File: src/rtl/bus_arbiter.sv
// Two-master, one-slave round-robin bus arbiter with registered grants,
// slave interrupt routing and per-master completed-transfer counters.
module bus_arbiter #(
    parameter int IRQ_TARGET  = 0,
    parameter int COUNT_WIDTH = 32
) (
    input  logic                   clk,
    input  logic                   reset,

    input  logic                   m0_valid,
    output logic                   m0_ready,
    input  logic [31:0]            m0_address,
    input  logic [3:0]             m0_wstrobe,
    input  logic [31:0]            m0_wdata,
    output logic [31:0]            m0_rdata,
    output logic                   m0_irq,

    input  logic                   m1_valid,
    output logic                   m1_ready,
    input  logic [31:0]            m1_address,
    input  logic [3:0]             m1_wstrobe,
    input  logic [31:0]            m1_wdata,
    output logic [31:0]            m1_rdata,
    output logic                   m1_irq,

    output logic                   s_valid,
    input  logic                   s_ready,
    output logic [31:0]            s_address,
    output logic [3:0]             s_wstrobe,
    output logic [31:0]            s_wdata,
    input  logic [31:0]            s_rdata,
    input  logic                   s_irq,

    output logic [1:0]             grant,
    output logic                   busy,
    output logic [COUNT_WIDTH-1:0] count0,
    output logic [COUNT_WIDTH-1:0] count1
);

    typedef enum logic [1:0] {
        IDLE,
        OWN0,
        OWN1
    } state_t;

    localparam logic [COUNT_WIDTH-1:0] ONE = {{(COUNT_WIDTH-1){1'b0}}, 1'b1};

    state_t state;
    state_t state_next;
    logic   last;
    logic   last_next;
    logic   inc0;
    logic   inc1;
    logic   own0;
    logic   own1;

    always_ff @(posedge clk or posedge reset) begin
        if (reset) begin
            state  <= IDLE;
            last   <= 1'b1;
            count0 <= '0;
            count1 <= '0;
        end else begin
            state <= state_next;
            last  <= last_next;
            if (inc0) begin
                count0 <= count0 + ONE;
            end
            if (inc1) begin
                count1 <= count1 + ONE;
            end
        end
    end

    // In OWNk, s_valid mirrors mk.valid, so completion reduces to mk.valid && s_ready.
    always_comb begin
        state_next = state;
        last_next  = last;
        inc0       = 1'b0;
        inc1       = 1'b0;
        case (state)
            IDLE: begin
                if (m0_valid && m1_valid) begin
                    state_next = last ? OWN0 : OWN1;
                end else if (m0_valid) begin
                    state_next = OWN0;
                end else if (m1_valid) begin
                    state_next = OWN1;
                end
            end
            OWN0: begin
                if (!m0_valid) begin
                    state_next = IDLE;
                end else if (s_ready) begin
                    state_next = IDLE;
                    last_next  = 1'b0;
                    inc0       = 1'b1;
                end
            end
            OWN1: begin
                if (!m1_valid) begin
                    state_next = IDLE;
                end else if (s_ready) begin
                    state_next = IDLE;
                    last_next  = 1'b1;
                    inc1       = 1'b1;
                end
            end
            default: begin
                state_next = IDLE;
            end
        endcase
    end

    assign own0  = (state == OWN0);
    assign own1  = (state == OWN1);
    assign grant = {own1, own0};
    assign busy  = |grant;

    always_comb begin
        s_valid   = 1'b0;
        s_address = '0;
        s_wstrobe = '0;
        s_wdata   = '0;
        m0_ready  = 1'b0;
        m1_ready  = 1'b0;
        unique case (1'b1)
            own0: begin
                s_valid   = m0_valid;
                s_address = m0_address;
                s_wstrobe = m0_wstrobe;
                s_wdata   = m0_wdata;
                m0_ready  = s_ready;
            end
            own1: begin
                s_valid   = m1_valid;
                s_address = m1_address;
                s_wstrobe = m1_wstrobe;
                s_wdata   = m1_wdata;
                m1_ready  = s_ready;
            end
            default: begin
            end
        endcase
    end

    assign m0_rdata = s_rdata;
    assign m1_rdata = s_rdata;

    assign m0_irq = (IRQ_TARGET == 0) ? s_irq : 1'b0;
    assign m1_irq = (IRQ_TARGET == 1) ? s_irq : 1'b0;

endmodule

File: config.mk
export PLATFORM = sky130hd
export DESIGN_NAME = bus_arbiter
export DESIGN_NICKNAME = d
export VERILOG_FILES = /design/src/rtl/bus_arbiter.sv
export SDC_FILE = /design/constraint.sdc
export NUM_CORES = 1
export LEC_CHECK = 0
export BUFFER_PORTS_ARGS = -buffer_cell sky130_fd_sc_hd__buf_2
export CORE_AREA = 2 2 149 151
export DETAILED_ROUTE_END_ITERATION = 16
export DIE_AREA = 0 0 151 153
export PLACE_DENSITY_LB_ADDON = 0.12
export SYNTH_ARGS = -nofsm -noshare
export SYNTH_HDL_FRONTEND = slang
export SYNTH_SLANG_ARGS = --single-unit
File: constraint.sdc
create_clock -name clk -period 6.1 [get_ports clk]
set_clock_uncertainty 0.05 [all_clocks]
set_input_delay 0 -clock clk [delete_from_list [all_inputs] [get_ports clk]]
set_output_delay 0 -clock clk [all_outputs]
set_load 0.01 [all_outputs]
Word level (Yosys, flattened, before mapping)
Cells that the tools add are included.
{ "word_totals": {"register_bits": 67, "inputBits": 174, "output_inout_bits": 204, "wordCells": 42} }
{ "op_classes": {"addsub": 2, "eq_ne": 7, "n_mux": 24, "reduce_logical": 5} }
{ "ops": {"columns": ["operator", "n"], "rows": [
  ["one-hot mux 32 bit (2 select lines)", 2],
  ["adder 32 x 1 -> 32 bit, second input constant", 2],
  ["2-to-1 mux 2 bit", 7],
  ["2-to-1 mux 1 bit", 11],
  ["!= test 2 bit, second input constant", 4],
  ["one-hot mux 4 bit (2 select lines)", 1],
  ["one-hot mux 2 bit (3 select lines)", 1],
  ["AND reduction 5 bit", 1],
  ["!= test 4 bit, second input constant", 1],
  ["one-hot mux 1 bit (2 select lines)", 2],
  ["equality test 2 x 1 -> 1 bit, second input constant", 1],
  ["equality test 2 bit, second input constant", 1],
  ["zero test 2 bit", 1],
  ["nonzero test 2 bit", 1],
  ["OR reduction 2 bit", 1],
  ["logical AND 1 bit", 1]
]} }

Depth between registers and ports, before layout
{ "depth": {"ltp_word": 4, "depth_mapped": 8, "ltp_nobuf": 7} }

Worst setup path before layout
Ideal clock, no wire load.
{ "synth_timing": {"path_kind": "register to register", "startpoint": "register state[0]", "endpoint": "register count1[31]", "setup_ps": 124, "arrival_ps": 2057, "required_time_ps": 5926, "path_slack_ps": 3869, "stages_incl_launch_ff": 9, "path_buffers": 1, "synth_period_minus_slack_ps": 2231, "path_cell_list": "dfrtp_1 inv_1 ha_1 buf_2 nand3_4 or4_4 nor4_4 nand4_1 xnor2_1"} }
{ "synth_via": {"elab_chain_cells": 2} }
{ "synth_lines": {"columns": ["element", "line_no", "rtl"], "rows": [
  ["start: declaration", "48", "state_t state;"],
  ["start signal: assignment", "64", "state <= state_next;"],
  ["equality test 2 bit", "81", "case (state)"],
  ["2-to-1 mux 1 bit", "81", null],
  ["end signal: assignment", "70", "count1 <= count1 + ONE;"],
  ["end: declaration", "37", "output logic [COUNT_WIDTH-1:0] count1"]
]} }
Every way passes these cells.
A chain may end at the register's enable or synchronous reset.

Worst setup path in the final report
{ "layout_timing": {"startpoint": "register state[1]", "endpoint": "register count0[25]"} }
{ "layout_via": {"elab_chain_cells": 2} }
{ "layout_lines": {"columns": ["element", "line_no", "rtl"], "rows": [
  ["equality test 2 x 1 -> 1 bit", "81", null],
  ["2-to-1 mux 1 bit", "81", null],
  ["end signal: assignment", "67", "count0 <= count0 + ONE;"],
  ["end: declaration", "36", "output logic [COUNT_WIDTH-1:0] count0,"]
]} }
Every way passes these cells.

==> impl_metrics.env <==
export IMPL_cts_resized=0
export IMPL_ys_ff_latch=67
export IMPL_yosysWarnings=0
export IMPL_drc=0
export IMPL_cts_tree="built"
export IMPL_min_period_over_period_pct=46.43
export IMPL_critPathSlowestCell="ha_4"
export IMPL_final_hold_viol_count=0
export IMPL_r2r_end="count0[25]"
export IMPL_crit_chain="inv_1 > ha_4 > nand3_4 > or3_4 > or3_1 > nand2b_1 > xnor2_1"
export IMPL_r2r_start="state[1]"
export IMPL_grt_use_met1_pct=19.21
export IMPL_antenna_found_initial=6
export IMPL_crit_path_end_kind="flip-flop"
export IMPL_clk_latency_ps=330
export IMPL_cts_root_buf="clkbuf_16"
export IMPL_max_freq_ghz=0.3531
export IMPL_critPathMaxStageDelay_ps=680
export IMPL_grt_pass1_vias=4634
export IMPL_dieHeight_um=153
export IMPL_hp_class="primary input to flip-flop"
export IMPL_die_area_um2=23100
export IMPL_ios=378
export IMPL_total_power_mw=2.140
export IMPL_cp_depth=7
export IMPL_path_buf_inv=1
export IMPL_place_gp_congestion=0.7960
export IMPL_grt_use_met2_pct=26.80
export IMPL_power_per_cell_area_nw_per_um2=326.0
export IMPL_max_slew_margin_pct=33.86
export IMPL_syn_inst=508
export IMPL_ant_nets=0
export IMPL_worstRegToRegCells=7
export IMPL_worstSetupPathType="flip-flop to flip-flop"
export IMPL_wire_per_inst_um=18.16
export IMPL_rows=54
export IMPL_grt_overflow_total=0
export IMPL_drive_gt1_share_pct=42.20
export IMPL_arrival_ps=2990
export IMPL_yosysSeqAreaShare_pct=35.54
export IMPL_cts_buffer_depth=2
export IMPL_layout_nets=920
export IMPL_grt_pass1_wl_um=27890
export IMPL_fin_tns_setup_ps=0
export IMPL_dr_pass1_iters=4
export IMPL_maxCapViolations=0
export IMPL_htree_levels=3
export IMPL_area_growth_pct=39.07
export IMPL_peakVddDrop_uv=192.6
export IMPL_numCtsBuffers=9
export IMPL_startpoint_type="flip-flop"
export IMPL_min_from="m1_valid"
export IMPL_post_route_util_pct=30.56
export IMPL_setup_viol=0
export IMPL_cp_required_ps=6260
export IMPL_die_w_um=151
export IMPL_route_vias_total=4610
export IMPL_path_delay_family="simple AND/OR/NAND/NOR gates"
export IMPL_first_iter_violations=186
export IMPL_syn_nets=689
export IMPL_rsz0062_at_grt="no"
export IMPL_use_met3_pct=5.194
export IMPL_whs_path_depth=3
export IMPL_synth_area_um2=4721
export IMPL_r2r_slack_ps=3270
export IMPL_power_leakage_nw=3.252
export IMPL_worstHoldEndpoint="count1[0]"
export IMPL_grt_max_degree=78
export IMPL_core_area_um2=21490
export IMPL_cts_num_sinks=67
export IMPL_dpl_hpwl_um=14890
export IMPL_min_period_ps=2832
export IMPL_viasPerCell=4.484
export IMPL_grt_util_all_layers_pct=15.77
export IMPL_grt_busiest_layer="met2"
export IMPL_slew_violations=0
export IMPL_routed_wl_um=18670
export IMPL_status="finished, final reports clean"
export IMPL_tightest_slew_ps=992.0
export IMPL_start_util_pct=21.97
export IMPL_port_buffers=278
export IMPL_synth_distinct_cells=40
export IMPL_syn_area_per_cell_um2=9.293
export IMPL_n_fill_cell=2338
export IMPL_clk_pin_slew_worst_paths_ps=50
export IMPL_path_max_fanout=77
worst reg2reg max path: stages (launching register included):
cell	delay (ps)
dfrtp_1	420
inv_1	130
ha_4	680
nand3_4	170
or3_4	430
or3_1	510
nand2b_1	210
xnor2_1	130
state kept, by name, indices dropped and copies added (netlist names):
name and flops:
last 1, count1 32, count0 32, state 2
synth_stat cells (all sizes together):
cell,n,share of area [%]
a22oi,70,11
mux2,2,0.48
inv,11,0.87
nand4,21,2.8
xor2,14,2.6
nor2,15,1.2
and2,4,0.53
nor3,5,0.77
o31ai,1,0.16
and4,7,1.3
o21ai,1,0.11
or3,2,0.37
nand2b,1,0.13
a21boi,1,0.16
buf,73,12
nor2b,70,9.3
or4,2,0.48
a32o,1,0.21
or2,1,0.13
and3b,2,0.37
clkbuf,22,1.7
o22ai,1,0.13
xnor2,48,8.9
nand3,15,2.1
ha,7,1.9
dfrtp,66,35
conb,1,0.079
a21oi,2,0.21
o31a,1,0.19
dfstp,1,0.56
nand2,28,2.2
and3,8,1.1
nor4,4,1.2
layer usage:
layer | share of wire, % | vias up | wire [um]
met1 | 39 | 2229 | 7319
met2 | 51 | 188 | 9457
met5 | 0.29 | - | 55
met3 | 8.1 | 29 | 1521
li1 | - | 2156 | -
met4 | 1.7 | 8 | 313
per-stage QoR:
stage	hold WS [ps]	instance area (um^2)	setup slack [ps]	std cells
2_1_floorplan	41.77	4721	3869	508
3_3_place_gp	-49.89	5863	3259	973
3_5_place_dp	-49.89	5863	3216	973
4_1_cts	25.23	6555	3200	1024
5_1_grt	35.22	6558	3032	1025
6_report	31.00	6565	3268	1028
power by group:
| group | switching [mW] | internal [mW] | leakage, nW |
|---|---|---|---|
| combinational | 0.584 | 0.445 | 2.19 |
| clock | 0.195 | 0.398 | 0.165 |
| sequential | 0.0419 | 0.477 | 0.901 |
| total | 0.820 | 1.32 | 3.25 |
cells in the final DEF, fill, tap and decap left out, types with 3 or more instances in the layout:
master	Yosys	final
dlygate4sd3_1	0	35
and3_1	8	8
nor2b_1	70	70
ha_1	7	4
and4_1	7	7
inv_1	11	10
nor2_1	15	15
bufinv_16	0	3
clkbuf_16	0	9
dfrtp_1	66	66
xor2_1	14	14
xnor2_1	48	48
diode_2	0	4
and2_1	4	4
nand3_1	13	13
nand4_1	21	21
nand2_1	28	28
nor4_2	3	3
nor3_1	4	4
a22oi_1	70	70
buf_2	1	278
cell families after synthesis:
| logic type | count (synthesis) | synth area share, % |
|---|---|---|
| mux | 2 | 0.4770 |
| flops | 67 | 35.54 |
| buf+inv | 106 | 14.26 |
| fa+ha+maj | 7 | 1.855 |
| simple gates | 185 | 23.99 |
| compound gates | 78 | 12.30 |
| xor+xnor | 62 | 11.50 |
| other cells | 1 | 0.07944 |
what timing repair did:
item                                   4_1_cts  5_1_grt
setup buffers                                0        0
endpoints found under the hold margin      132        0
hold buffers                                35        0
worst max-delay path by stage:
stage / startpoint / slack [ps] / end
2_1_floorplan: state[0] / 3870 / count1[31]
3_3_place_gp: state[1] / 3260 / count0[25]
3_5_place_dp: state[1] / 3220 / count0[25]
4_1_cts: state[1] / 3200 / count0[25]
5_1_grt: state[1] / 3030 / count0[25]
6_report: state[1] / 3270 / count0[25]
cell type report:
cell class / count / area [um^2] / share of cell area, %
Clock inverter: 7 / 116.4 / 1.772
Inverter: 11 / 41.29 / 0.6289
Timing Repair Buffer: 315 / 1757 / 26.76
Antenna cell: 4 / 10.01 / 0.1525
Clock buffer: 9 / 225.2 / 3.431
Tap cell: 280 / 350.3 / 5.336
Sequential cell: 67 / 1678 / 25.56
Multi-Input combinational cell: 335 / 2387 / 36.36
No activity file was read; power rests on OpenSTA's default activity.
